===== src/rtl/hazard_pkg.sv =====
// Shared constants for the hazard scoreboard unit: forwarding-mux selects and
// default geometry for the register file and the MDU.
package hazard_pkg;

  typedef enum logic [1:0] {
    FWD_RF = 2'b00,
    FWD_W  = 2'b01,
    FWD_M  = 2'b10
  } fwd_sel_e;

  localparam int unsigned HAZ_REG_AW  = 5;
  localparam int unsigned HAZ_MDU_LAT = 4;

endpackage


===== src/rtl/hazard_scoreboard_unit_mdu_busy_tracker.sv =====
// MDU occupancy countdown. Busy covers the issue cycle combinationally and the
// following MDU_LAT-1 cycles from the counter; a new start always reloads.
module mdu_busy_tracker #(
  parameter int unsigned MDU_LAT = 4,
  parameter int unsigned CNT_W   = 8
) (
  input  logic clk,
  input  logic rst_n,
  input  logic mdu_start,
  output logic mdu_busy
);

  logic [CNT_W-1:0] cnt;

  always_ff @(posedge clk or negedge rst_n) begin
    if (!rst_n) begin
      cnt <= '0;
    end else if (mdu_start) begin
      cnt <= CNT_W'(MDU_LAT - 1);
    end else if (cnt != '0) begin
      cnt <= cnt - 1'b1;
    end
  end

  always_comb begin
    mdu_busy = (cnt != '0) || mdu_start;
  end

endmodule


===== src/rtl/hazard_scoreboard_unit.sv =====
// Hazard unit for the 5-stage MIPS pipeline: forwarding selects, load/branch/MDU
// stalls and taken-branch D flush. Optional stall counter: HAZARD_STALL_PERF_EN.
module hazard_scoreboard_unit
  import hazard_pkg::*;
#(
  parameter int unsigned REG_AW  = HAZ_REG_AW,
  parameter int unsigned MDU_LAT = HAZ_MDU_LAT,
  parameter int unsigned CNT_W   = 8,
  parameter int unsigned PERF_W  = 32
) (
  input  logic              clk,
  input  logic              rst_n,
  input  logic [REG_AW-1:0] rs_d,
  input  logic [REG_AW-1:0] rt_d,
  input  logic [REG_AW-1:0] rs_e,
  input  logic [REG_AW-1:0] rt_e,
  input  logic              regwrite_e,
  input  logic              memtoreg_e,
  input  logic [REG_AW-1:0] writereg_e,
  input  logic              regwrite_m,
  input  logic              memtoreg_m,
  input  logic [REG_AW-1:0] writereg_m,
  input  logic              regwrite_w,
  input  logic [REG_AW-1:0] writereg_w,
  input  logic              branch_d,
  input  logic              branch_taken_d,
  input  logic              mdu_op_d,
  input  logic              mdu_rd_d,
  input  logic              mdu_start_e,
  output logic [1:0]        forward_ae,
  output logic [1:0]        forward_be,
  output logic              forward_ad,
  output logic              forward_bd,
  output logic              stall_f,
  output logic              stall_d,
  output logic              flush_e,
  output logic              flush_d,
  output logic              mdu_busy
`ifdef HAZARD_STALL_PERF_EN
  ,
  output logic [PERF_W-1:0] stall_cnt
`endif
);

  logic rs_d_nz, rt_d_nz, rs_e_nz, rt_e_nz;
  logic d_hits_e, d_hits_m;
  logic stall_loaduse, stall_br_alu, stall_br_load, stall_hilo, stall_struct;
  logic stall;

  mdu_busy_tracker #(
    .MDU_LAT (MDU_LAT),
    .CNT_W   (CNT_W)
  ) u_mdu_busy_tracker (
    .clk       (clk),
    .rst_n     (rst_n),
    .mdu_start (mdu_start_e),
    .mdu_busy  (mdu_busy)
  );

  always_comb begin
    rs_d_nz = (rs_d != '0);
    rt_d_nz = (rt_d != '0);
    rs_e_nz = (rs_e != '0);
    rt_e_nz = (rt_e != '0);
  end

  // M result has priority over W because it is the younger write.
  always_comb begin
    forward_ae = FWD_RF;
    if (rs_e_nz && regwrite_m && (rs_e == writereg_m)) begin
      forward_ae = FWD_M;
    end else if (rs_e_nz && regwrite_w && (rs_e == writereg_w)) begin
      forward_ae = FWD_W;
    end

    forward_be = FWD_RF;
    if (rt_e_nz && regwrite_m && (rt_e == writereg_m)) begin
      forward_be = FWD_M;
    end else if (rt_e_nz && regwrite_w && (rt_e == writereg_w)) begin
      forward_be = FWD_W;
    end

    forward_ad = rs_d_nz && regwrite_m && (rs_d == writereg_m);
    forward_bd = rt_d_nz && regwrite_m && (rt_d == writereg_m);
  end

  always_comb begin
    d_hits_e = (rs_d_nz && (rs_d == writereg_e)) || (rt_d_nz && (rt_d == writereg_e));
    d_hits_m = (rs_d_nz && (rs_d == writereg_m)) || (rt_d_nz && (rt_d == writereg_m));

    stall_loaduse = memtoreg_e && d_hits_e;
    stall_br_alu  = branch_d && regwrite_e && d_hits_e;
    stall_br_load = branch_d && memtoreg_m && d_hits_m;
    stall_hilo    = mdu_rd_d && mdu_busy;
    stall_struct  = mdu_op_d && mdu_busy;

    stall = stall_loaduse || stall_br_alu || stall_br_load || stall_hilo || stall_struct;
  end

  // A branch resolved while D is held is re-evaluated once the stall clears.
  always_comb begin
    stall_f = stall;
    stall_d = stall;
    flush_e = stall;
    flush_d = branch_taken_d && !stall;
  end

`ifdef HAZARD_STALL_PERF_EN
  always_ff @(posedge clk or negedge rst_n) begin
    if (!rst_n) begin
      stall_cnt <= '0;
    end else if (stall_d && (stall_cnt != '1)) begin
      stall_cnt <= stall_cnt + 1'b1;
    end
  end
`else
  // Counter width only matters when the counter is built.
  if (PERF_W == 0) begin : g_no_perf
  end
`endif

endmodule


===== config.mk =====
export PLATFORM = sky130hd
export DESIGN_NAME = hazard_scoreboard_unit
export DESIGN_NICKNAME = d
export VERILOG_FILES = /design/src/rtl/hazard_pkg.sv /design/src/rtl/hazard_scoreboard_unit_mdu_busy_tracker.sv /design/src/rtl/hazard_scoreboard_unit.sv
export SDC_FILE = /design/constraint.sdc
export NUM_CORES = 1
export LEC_CHECK = 0
export CAP_MARGIN = 15
export CORE_UTILIZATION = 38
export CTS_BUF_LIST = sky130_fd_sc_hd__clkbuf_16
export DETAILED_ROUTE_END_ITERATION = 7
export GPL_TIMING_DRIVEN = 0
export PLACE_DENSITY = 0.8
export SYNTH_ARGS = -nofsm -noshare
export SYNTH_HDL_FRONTEND = slang
export SYNTH_SLANG_ARGS = --single-unit

===== constraint.sdc =====
create_clock -name clk -period 2.3 [get_ports clk]
set_input_delay 0.23 -clock clk [delete_from_list [all_inputs] [get_ports clk]]
set_output_delay 0.23 -clock clk [all_outputs]
set_load 0.02 [all_outputs]

==> impl_metrics.ini <==
[power]
leakage_nw = 0.689
ir_drop_mv = 0.417
p_total_w = 0.000857
powerDensity_mw_per_mm2 = 501

[place]
dp_cells = 206
hpwl_um = 2480
port-buffer-count = 56
placed_area_mm2 = 0.00160
place_congestion = 0.738

[synthesis]
synth_fa_ha_area_share_pct = 2.50
ys_seq_area_share_pct = 20.0
synth_cell_types = 29
synth_top_family_by_area = XOR/XNOR gates
synth_compound_area_share_pct = 7.88
syn_inst = 120
ys_ff_latch = 8
avgSynthCellArea_um2 = 8.34
yosys_warnings = 0
synthMuxAreaShare_pct = 0
synthXorXnorAreaFrac_pct = 39.4
synthSimpleGateAreaFrac_pct = 27.6
syn_area_mm2 = 0.00100
synth_nets = 169

[floorplanning]
pin_count = 58
die_h_um = 53.3
num_rows = 18
start_util_pct = 40.4
die_x_um = 53.3
core-area_mm2 = 0.00248
die_area_mm2 = 0.00284

[finish]
fin_cells = 213
top_register = u_mdu_busy_tracker.cnt
largest_reg_flops = 8
syn_to_final_growth_pct = 71.0
final_common_cell = clkdlybuf4s50_1
nFillCells = 196
stdcell_area_mm2 = 0.00171
top_regs = u_mdu_busy_tracker.cnt (8)
final_layout_size_suffix_gt1_share_pct = 16.4
insertedDiodeCount = 0
final_cell_mix = 35 x clkdlybuf4s50_1, 25 x xnor2_1, 20 x xor2_1, 14 x dlygate4sd2_1
num-nets-final = 234

[critical_path]
ff2ff_setup_slack_ns = 0.73
cpLargestDelayFamily = simple AND/OR/NAND/NOR gates
crit_fanout = 3
critPathCaptureType = output pin
crit_buf_inv = 2
startpoint_type = flip-flop
crit_type = flip-flop to output pin
worstPathRequired_ns = 2.07
worstPathCellList = inv_2 -> ha_2 -> nor3b_4 -> nand2_2 -> o22a_2 -> a31oi_4 -> and4_1 -> buf_2
arrival_ns = 1.98
crit_slowest_cell = dfrtp_1
max_stage_delay_ns = 0.39

[hold_path]
hold_class = primary input to asynchronous set/reset pin

[clock_network]
cts_tree = yes
h-tree-depth = 1
cts_made_buffers = 3
path_clk_slew_ns = 0.03
ctsHoldBuffers = 0
clkSinkCount = 8
cts_root_buf = clkbuf_16
worst_skew_pair.late_latency_ns = 0.23
cts_max_path_buffers = 2

[route]
finalWirelength_um = 3060
drc_errors = 0
post_drt_wl_per_cell_um = 14.3
routed_via_density = 5.46
drt-pass1-iter-count = 4
dr_total_vias = 1164
antenna_left = 0
drtIter0Drc = 16

[sta]
slew_violations = 0
min_period_ns = 2.21
hold_viol = 0
setup_violations = 0
max_slew.worst_pin.slew_ns = 0.400
timing.final.crit_share_pct = 96.3
finClkSkew_ns = 0.000277
slew_headroom_pct = 73.1
fin_setup_tns_ns = 0
timing.fmax_mhz = 452

[grt]
grt_overflow = 0
grt_pass1_wl_um = 4720
grt_pass1_vias = 1148
track_usage_pct = 23.3
grt_max_degree = 11
antenna_found_initial = 0

[run_status]
status = completed

[job]
drv_cap = 0
-- area by class of cell --
cell class,count,area [um^2],share of cell area (%)
Inverter,2,7.51,0.439
Tap cell,30,37.5,2.19
Sequential cell,8,200,11.7
Buffer,3,18.8,1.10
Clock buffer,3,75.1,4.39
Multi-Input combinational cell,107,827,48.3
Timing Repair Buffer,60,546,31.9
-- path summary, 6_finish.rpt --
| check | endpoint | start | cells after the start |
|---|---|---|---|
| min in group clk | u_mdu_busy_tracker.cnt[2]$_DFFE_PN0N_ | mdu_start_e | 2 |
| min reg2reg | u_mdu_busy_tracker.cnt[5]$_DFFE_PN0N_ | u_mdu_busy_tracker.cnt[5]$_DFFE_PN0N_ | 2 |
| min | u_mdu_busy_tracker.cnt[6]$_DFFE_PN0N_ | rst_n | 1 |
| max | flush_d | u_mdu_busy_tracker.cnt[0]$_DFFE_PN0N_ | 8 |
| max reg2reg | u_mdu_busy_tracker.cnt[4]$_DFFE_PN0N_ | u_mdu_busy_tracker.cnt[0]$_DFFE_PN0N_ | 8 |
| max in group asynchronous | u_mdu_busy_tracker.cnt[5]$_DFFE_PN0N_ | rst_n | 1 |
-- where the power goes --
part,total (W),internal [W],switching (W)
sequential,0.000193,0.000166,0.0000271
combinational,0.000373,0.000194,0.000178
clock,0.000292,0.000224,0.0000677
-- cell usage after synthesis --
master    instances  area [um^2]
xnor2_1          25          219
xor2_1           20          175
dfrtp_1           8          200
nor2_1            8         30.0
nor4_1            8         50.1
nand2_1           7         26.3
nand3_1           4         20.0
nand4_1           4         25.0
o211ai_1          4         30.0
or4_1             4         30.0
nor3_1            3         15.0
o21ai_0           3         15.0
a21oi_1           2         10.0
buf_4             2         15.0
ha_1              2         25.0
inv_1             2         7.51
nand2b_1          2         12.5
a21o_1            1         7.51
a31oi_1           1         6.26
and2_1            1         6.26
and2_2            1         7.51
and4_1            1         8.76
buf_1             1         3.75
nand3b_1          1         7.51
nor3b_1           1         7.51
nor4_2            1         12.5
o22a_2            1         10.0
or2_2             1         6.26
or4_4             1         11.3
-- repair_timing --
item / CTS / global route
resized for setup: 42 / 9
buffers inserted: 4 / 0
pin swaps: 3 / 3
endpoints found under the setup margin: 10 / 7
gates cloned: 0 / 0
-- per-stage QoR --
stage,setup slack (ns),hold WS (ns),util (%)
final,0.0862,0.281,69.1
after floorplan,0.141,-0.0656,-
after global placement,-0.490,0.523,64.5
after CTS,0.00152,0.291,68.9
after global routing,-0.0193,0.318,69.1
after detailed placement,-0.542,0.541,64.5
-- metal layers --
| metal | share of wire [%] | vias to the layer above | track usage (%) |
|---|---|---|---|
| li1 | - | 551 | - |
| met1 | 37 | 547 | 23.7 |
| met2 | 54 | 59 | 44.4 |
| met3 | 6.2 | 7 | 3.45 |
| met4 | 2.2 | 0 | 12.7 |
| met5 | 0 | - | 0 |
-- cells by family after synthesis --
kind of cell / after synthesis
DFF: 8
buffers and inverters: 5
AOI/OAI and AO/OA: 12
and+or+nand+nor: 48
xor gates and xnor gates: 45
adders and majority gates: 2
No activity file was read; power rests on OpenSTA's default activity.
